File: config.mk
export PLATFORM = sky130hd
export DESIGN_NAME = t05_code_packer
export DESIGN_NICKNAME = d
export VERILOG_FILES = /design/src/rtl/t05_pkg.sv /design/src/rtl/t05_bit_accum.sv /design/src/rtl/t05_code_packer.sv
export SDC_FILE = /design/constraint.sdc
export NUM_CORES = 1
export LEC_CHECK = 0
export BUFFER_PORTS_ARGS = -buffer_cell sky130_fd_sc_hd__buf_4
export CORE_ASPECT_RATIO = 2
export CORE_MARGIN = 5
export CORE_UTILIZATION = 45
export DETAILED_ROUTE_END_ITERATION = 10
export PLACE_DENSITY = 0.71
export SLEW_MARGIN = 10
export SYNTH_ARGS = -nofsm -noshare
export SYNTH_HDL_FRONTEND = slang
export SYNTH_HIERARCHICAL = 1
export SYNTH_SLANG_ARGS = --single-unit
File: constraint.sdc
create_clock -name clk -period 7.7 [get_ports clk]
set_input_delay 0.385 -clock clk [delete_from_list [all_inputs] [get_ports clk]]
set_output_delay 0.385 -clock clk [all_outputs]
set_load 0.005 [all_outputs]
File: src/rtl/t05_pkg.sv
// Shared definitions for the code packer: default sizes and the control FSM state type.
package t05_pkg;

  localparam int unsigned DefMaxLen = 128;
  localparam int unsigned DefOutW   = 8;
  localparam int unsigned DefCntW   = 32;

  typedef enum logic [2:0] {
    StIdle,
    StWait,
    StShift,
    StEmit,
    StFlush,
    StError
  } state_e;

endpackage

File: src/rtl/t05_bit_accum.sv
// Bit accumulator: shifts bits in MSB-first, tracks fill level and produces a
// left-justified, zero-padded view of a partial word.
module t05_bit_accum #(
  parameter int unsigned OUT_W = 8,
  localparam int unsigned PadW  = $clog2(OUT_W),
  localparam int unsigned FillW = $clog2(OUT_W + 1)
) (
  input  logic             clk_i,
  input  logic             rst_i,
  input  logic             clear_i,
  input  logic             shift_i,
  input  logic             bit_i,
  output logic [OUT_W-1:0] word_o,
  output logic [OUT_W-1:0] just_o,
  output logic [PadW-1:0]  pad_o,
  output logic             full_o,
  output logic             will_fill_o
);

  logic [OUT_W-1:0] acc_q, acc_d;
  logic [FillW-1:0] fill_q, fill_d;
  logic [FillW-1:0] pad_w;

  always_comb begin
    acc_d  = acc_q;
    fill_d = fill_q;
    if (clear_i) begin
      acc_d  = '0;
      fill_d = '0;
    end else if (shift_i) begin
      acc_d  = {acc_q[OUT_W-2:0], bit_i};
      fill_d = fill_q + FillW'(1);
    end
  end

  always_ff @(posedge clk_i) begin
    if (rst_i) begin
      acc_q  <= '0;
      fill_q <= '0;
    end else begin
      acc_q  <= acc_d;
      fill_q <= fill_d;
    end
  end

  assign pad_w       = FillW'(OUT_W) - fill_q;
  assign pad_o       = PadW'(pad_w);
  assign just_o      = acc_q << pad_w;
  assign word_o      = acc_q;
  assign full_o      = (fill_q == FillW'(OUT_W));
  assign will_fill_o = (fill_q == FillW'(OUT_W - 1));

endmodule

File: src/rtl/t05_code_packer.sv
// Packs variable-length codes (MSB-first) into OUT_W-bit words with a ready/valid
// output and a zero-padded final word.
module t05_code_packer
  import t05_pkg::*;
#(
  parameter int unsigned MAX_LEN = DefMaxLen,
  parameter int unsigned OUT_W   = DefOutW,
  parameter int unsigned CNT_W   = DefCntW,
  localparam int unsigned LEN_W  = $clog2(MAX_LEN + 1),
  localparam int unsigned PAD_W  = $clog2(OUT_W)
) (
  input  logic               clk,
  input  logic               rst,
  input  logic               start,
  input  logic [CNT_W-1:0]   totChar,
  input  logic               code_valid,
  input  logic [MAX_LEN-1:0] code,
  input  logic [LEN_W-1:0]   code_len,
  output logic               code_ready,
  output logic               out_valid,
  output logic [OUT_W-1:0]   out_data,
  output logic               out_last,
  output logic [PAD_W-1:0]   out_pad,
  input  logic               out_ready,
  output logic               busy,
  output logic               done,
  output logic               err
);

  state_e             state_q, state_d;
  logic [CNT_W-1:0]   tot_q, tot_d;
  logic [CNT_W-1:0]   cnt_q, cnt_d;
  logic [MAX_LEN-1:0] code_q, code_d;
  logic [LEN_W-1:0]   rem_q, rem_d;
  logic               last_q, last_d;
  logic               err_q, err_d;
  logic               done_q, done_d;

  logic               acc_clear, acc_shift;
  logic [OUT_W-1:0]   acc_word, acc_just;
  logic [PAD_W-1:0]   acc_pad;
  logic               acc_full, acc_will_fill;

  t05_bit_accum #(
    .OUT_W (OUT_W)
  ) u_accum (
    .clk_i       (clk),
    .rst_i       (rst),
    .clear_i     (acc_clear),
    .shift_i     (acc_shift),
    .bit_i       (code_q[MAX_LEN-1]),
    .word_o      (acc_word),
    .just_o      (acc_just),
    .pad_o       (acc_pad),
    .full_o      (acc_full),
    .will_fill_o (acc_will_fill)
  );

  always_comb begin
    state_d   = state_q;
    tot_d     = tot_q;
    cnt_d     = cnt_q;
    code_d    = code_q;
    rem_d     = rem_q;
    last_d    = last_q;
    err_d     = err_q;
    done_d    = 1'b0;
    acc_clear = 1'b0;
    acc_shift = 1'b0;

    unique case (state_q)
      StIdle, StError: begin
        if (start) begin
          err_d     = 1'b0;
          tot_d     = totChar;
          cnt_d     = '0;
          last_d    = 1'b0;
          acc_clear = 1'b1;
          if (totChar != '0) begin
            state_d = StWait;
          end else begin
            state_d = StIdle;
            done_d  = 1'b1;
          end
        end
      end
      StWait: begin
        if (code_valid) begin
          if (code_len == '0 || code_len > LEN_W'(MAX_LEN)) begin
            err_d   = 1'b1;
            state_d = StError;
          end else begin
            // Left-justify so the next bit to send is always the MSB.
            code_d  = code << (LEN_W'(MAX_LEN) - code_len);
            rem_d   = code_len;
            state_d = StShift;
          end
        end
      end
      StShift: begin
        acc_shift = !acc_full;
        code_d    = code_q << 1;
        rem_d     = rem_q - LEN_W'(1);
        if (rem_q == LEN_W'(1)) begin
          cnt_d = cnt_q + CNT_W'(1);
          if (cnt_d == tot_q) begin
            if (acc_will_fill) begin
              state_d = StEmit;
              last_d  = 1'b1;
            end else begin
              state_d = StFlush;
            end
          end else begin
            state_d = acc_will_fill ? StEmit : StWait;
          end
        end else if (acc_will_fill) begin
          state_d = StEmit;
        end
      end
      StEmit: begin
        if (out_ready) begin
          acc_clear = 1'b1;
          if (last_q) begin
            state_d = StIdle;
            done_d  = 1'b1;
          end else if (rem_q != '0) begin
            state_d = StShift;
          end else begin
            state_d = StWait;
          end
        end
      end
      StFlush: begin
        if (out_ready) begin
          acc_clear = 1'b1;
          state_d   = StIdle;
          done_d    = 1'b1;
        end
      end
      default: state_d = StIdle;
    endcase
  end

  always_ff @(posedge clk) begin
    if (rst) begin
      state_q <= StIdle;
      tot_q   <= '0;
      cnt_q   <= '0;
      code_q  <= '0;
      rem_q   <= '0;
      last_q  <= 1'b0;
      err_q   <= 1'b0;
      done_q  <= 1'b0;
    end else begin
      state_q <= state_d;
      tot_q   <= tot_d;
      cnt_q   <= cnt_d;
      code_q  <= code_d;
      rem_q   <= rem_d;
      last_q  <= last_d;
      err_q   <= err_d;
      done_q  <= done_d;
    end
  end

  always_comb begin
    out_valid = 1'b0;
    out_data  = '0;
    out_last  = 1'b0;
    out_pad   = '0;
    if (state_q == StEmit) begin
      out_valid = 1'b1;
      out_data  = acc_word;
      out_last  = last_q;
    end else if (state_q == StFlush) begin
      out_valid = 1'b1;
      out_data  = acc_just;
      out_last  = 1'b1;
      out_pad   = acc_pad;
    end
  end

  assign code_ready = (state_q == StWait);
  assign busy       = (state_q != StIdle) && (state_q != StError);
  assign done       = done_q;
  assign err        = err_q;

endmodule

==> run summary <==
Critical Path Fanout Max - 103
Post-CTS setup repair buffer count - 0
Die width - 158.6 um
Drt wl/cell - 23.54 um
TritonRoute pass-1 iters - 7
Area grow syn2layout - 11.07%
Synth unique cells - 82
Worst r2r src - cnt_q[4]
Status - finished clean
Via count - 19640
Worst VDD drop - 200.0 uV
Power per Cell Area - 232.9 nW/um^2
Comb pwr share - 47.2%
Detailed Place HPWL - 50390 um
Relative slew slack - 18.46%
Non-filler cells, final - 2929
Critical path arrival - 4.98 ns
Fmax - 0.2181 GHz
Die area - 48730 sq um
FILL cells - 4229
Hold-fix buffer count after cts - 0
Crit path cell chain - clkbuf_8, inv_1, ha_4, buf_4, mux4_2, mux2i_1, mux4_2, nor2_1, a2111oi_0, a211oi_1
Yosys Warn Count - 6
Clock-pin slew on the worst setup and hold paths - 0.07 ns
Largest net degree at the start of global routing - 104
Leakage - 8.175 nW
Reg-to-Reg End - state_q[2]
IO Count - 190
Switching pwr - 2.197 mW
Hold crit path type - input pin to flip-flop
Via density - 6.706
Most frequent CP cell - mux4_2
Hold wc startpoint - totChar[5]
Final critical-path required period - 4.585 ns
Vias in the first global route - 18310
CTS tree - yes
Pre-CTS setup slack - 2.603 ns
Max Buffers Root-to-Sink - 3
Worst hold path cell count - 3
Setup-failing EPs final - 0
CP Capture Type - flip-flop
Int Pwr - 2.944 mW
Die Ht - 307.2 um
Clock Skews - 0.02934 ns
Final Util - 50.27%
Final setup margin - 3.115 ns
GRT Total Usage - 27.37%
Worst-skew pair later-pin latency - 0.55 ns
Measured slew at the worst slew-check pin - 1.223 ns
H-tree levels - 1
ANT nets after route - 0
Congestion Overflow GR - 0
M2 GR Usage - 43.16%
Busiest grt layer - met2
Endpoint, Worst Hold - tot_q[5]
Switch share - 42.74%
Placed insts - 2885
CTS resizes - 0
Nets - 2535
Post-synthesis sequential area ratio - 21.96%
Residual DRC count - 0
Core ar. - 43910 sq um
Initial antenna violation count - 0
Mapped cell area - 19880 sq um
Main synth FF type - dfxtp_1
Req. time, crit path - 8.10 ns
Reg2Reg Depth - 7
R2R setup slack - 4.27 ns
Final setup TNS - 0 ns
GR Layer Usage met3 - 3.797%
# port buffers - 189
Ratio of cells with drive above 1 in the final layout - 20.13%
CP startpoint - code_len[0]
Design area - 22080 sq um
Post-DP Area - 21240 sq um
Starting Density - 45.26%
Tcrit/Tclk final - 59.55%
Synth Register Bits - 218
Synthesized area per cell - 8.479 sq um
WL final - 68960 um
RSZ-0062 raised after global routing - false
Clock root buffer - clkbuf_16
Reg power frac - 29.0%
Clock Power Share - 23.8%
Ant diodes - 0
CTS Buf Count - 24
GP Congestion - 0.9870
Fin. Hold Viols - 0
CTS Sinks - 218
MaxCap Viol Count - 0
Crit path launch type - input pin
Placement Rows - 109
Met1 Use GR - 35.70%
Post-synthesis instance total - 2344
Fin. max-slew vios - 0
Crit path largest cell delay - 0.96 ns
Post-Syn Nets - 2523
Post-synth EDFFs - 0
Initial DRC count - 2723
Crit Path Category - input pin to flip-flop
Asr flop ratio synth - 0%
First-pass GRT wire length - 107000 um
Worst path slowest cell - buf_4
-- power groups by stage --
stage	Clock (mW)	Sequential (mW)	Combinational [mW]
2_1_floorplan	0	1.45	1.72
3_3_place_gp	0	1.51	2.34
3_5_place_dp	0	1.51	2.36
4_1_cts	1.24	1.49	2.37
5_1_grt	1.28	1.51	2.61
6_report	1.22	1.49	2.43
-- cell usage in the layout, fill, tap and decap left out, types with 20 or more instances in the layout --
master / netlist / layout
and3_1: 20 / 20
mux2_2: 29 / 29
inv_1: 24 / 24
a211oi_1: 62 / 62
a21oi_1: 170 / 170
o211ai_1: 35 / 35
nand4_1: 26 / 26
nor2_1: 213 / 213
a221oi_1: 50 / 50
nor3_1: 42 / 41
a2111oi_0: 20 / 20
buf_4: 37 / 218
xnor2_1: 44 / 40
a22oi_1: 64 / 64
clkbuf_16: 0 / 24
dfxtp_1: 218 / 218
mux4_2: 151 / 151
mux2i_1: 230 / 230
nand3_1: 82 / 82
o21ai_0: 58 / 58
nand2_1: 336 / 336
-- cells in the mapped netlist (all sizes together), types with 7 or more instances --
master / instances / area share [%]
nand2: 336 / 6.3
mux2i: 230 / 12
dfxtp: 218 / 22
nor2: 214 / 4.1
a21oi: 170 / 4.3
mux4: 151 / 17
clkbuf: 133 / 2.5
buf: 102 / 3.1
nand3: 82 / 2.1
a22oi: 64 / 2.4
o21ai: 64 / 1.6
a211oi: 63 / 2.4
a221oi: 50 / 2.2
nor3: 44 / 1.2
xnor2: 44 / 1.9
o211ai: 35 / 1.3
mux2: 29 / 1.6
nand4: 28 / 0.99
inv: 25 / 0.48
nor4: 22 / 0.91
a2111oi: 20 / 0.88
and3: 20 / 0.63
a311oi: 18 / 0.79
o22ai: 17 / 0.54
xor2: 15 / 0.93
a22o: 14 / 0.62
a222oi: 11 / 0.55
and2: 11 / 0.35
a31oi: 10 / 0.35
nand2b: 8 / 0.25
nor3b: 8 / 0.33
nand3b: 7 / 0.26
or3: 7 / 0.22
-- per-layer routing --
metal / part of all wire (%) / vias to the layer above
met5: 0 / -
met4: 7.0 / 0
li1: - / 8939
met3: 8.3 / 229
met1: 38 / 9360
met2: 47 / 1114
-- state kept, by name, summed over array words and instances (netlist names) --
name / count
cnt_q: 32
code_q: 128
done: 1
err: 1
last_q: 1
rem_q: 8
state_q: 3
tot_q: 32
u_accum/fill_q: 4
u_accum/word_o: 8
-- stage by stage --
stage               power, mW  hold slack [ns]
global placement        3.843           0.4410
floorplan               3.167           0.4316
CTS                     5.100          0.08219
finish                  5.141           0.1054
global route            5.407          0.08214
detailed placement      3.871           0.4454
-- area by class of cell --
class                           count  area [sq um]  area share [%]
Multi-Input combinational cell   1866         14400           65.22
Sequential cell                   218          4364           19.77
Timing Repair Buffer              221          1682           7.617
Clock buffer                       33         704.4           3.191
Tap cell                          555         694.4           3.146
Clock inverter                     11         136.4          0.6178
Inverter                           25         96.34          0.4364
-- critical path, delay by kind of cell --
kind | cells | cell delay [ns]
and+or+nand+nor | 1 | 0.07
adders and majority gates | 1 | 0.60
muxes | 3 | 1.30
buffers and inverters | 3 | 1.78
AOI/OAI and AO/OA | 2 | 0.68
-- worst max path at each step --
| stage | to | slack [ns] | cells after the start |
|---|---|---|---|
| after floorplan | code_q[116] | 4.60 | 13 |
| after global placement | code_q[96] | 2.65 | 12 |
| after CTS | code_q[98] | 3.18 | 11 |
| after global routing | code_q[96] | 2.68 | 12 |
| after detailed placement | code_q[98] | 2.60 | 11 |
| final | code_q[96] | 3.11 | 10 |
-- logic make-up (layout without fill, tap and decap cells) --
kind of cell / count (synthesis) / count (layout) / share of synthesized area, %
AOI/OAI and AO/OA: 575 / 575 / 19.62
xor gates and xnor gates: 59 / 59 / 2.864
adders and majority gates: 6 / 6 / 0.3777
buffers and inverters: 260 / 290 / 6.088
DFF: 218 / 218 / 21.96
muxes: 410 / 410 / 30.34
and+or+nand+nor: 816 / 816 / 18.76
(Power assumes the default switching activity.)
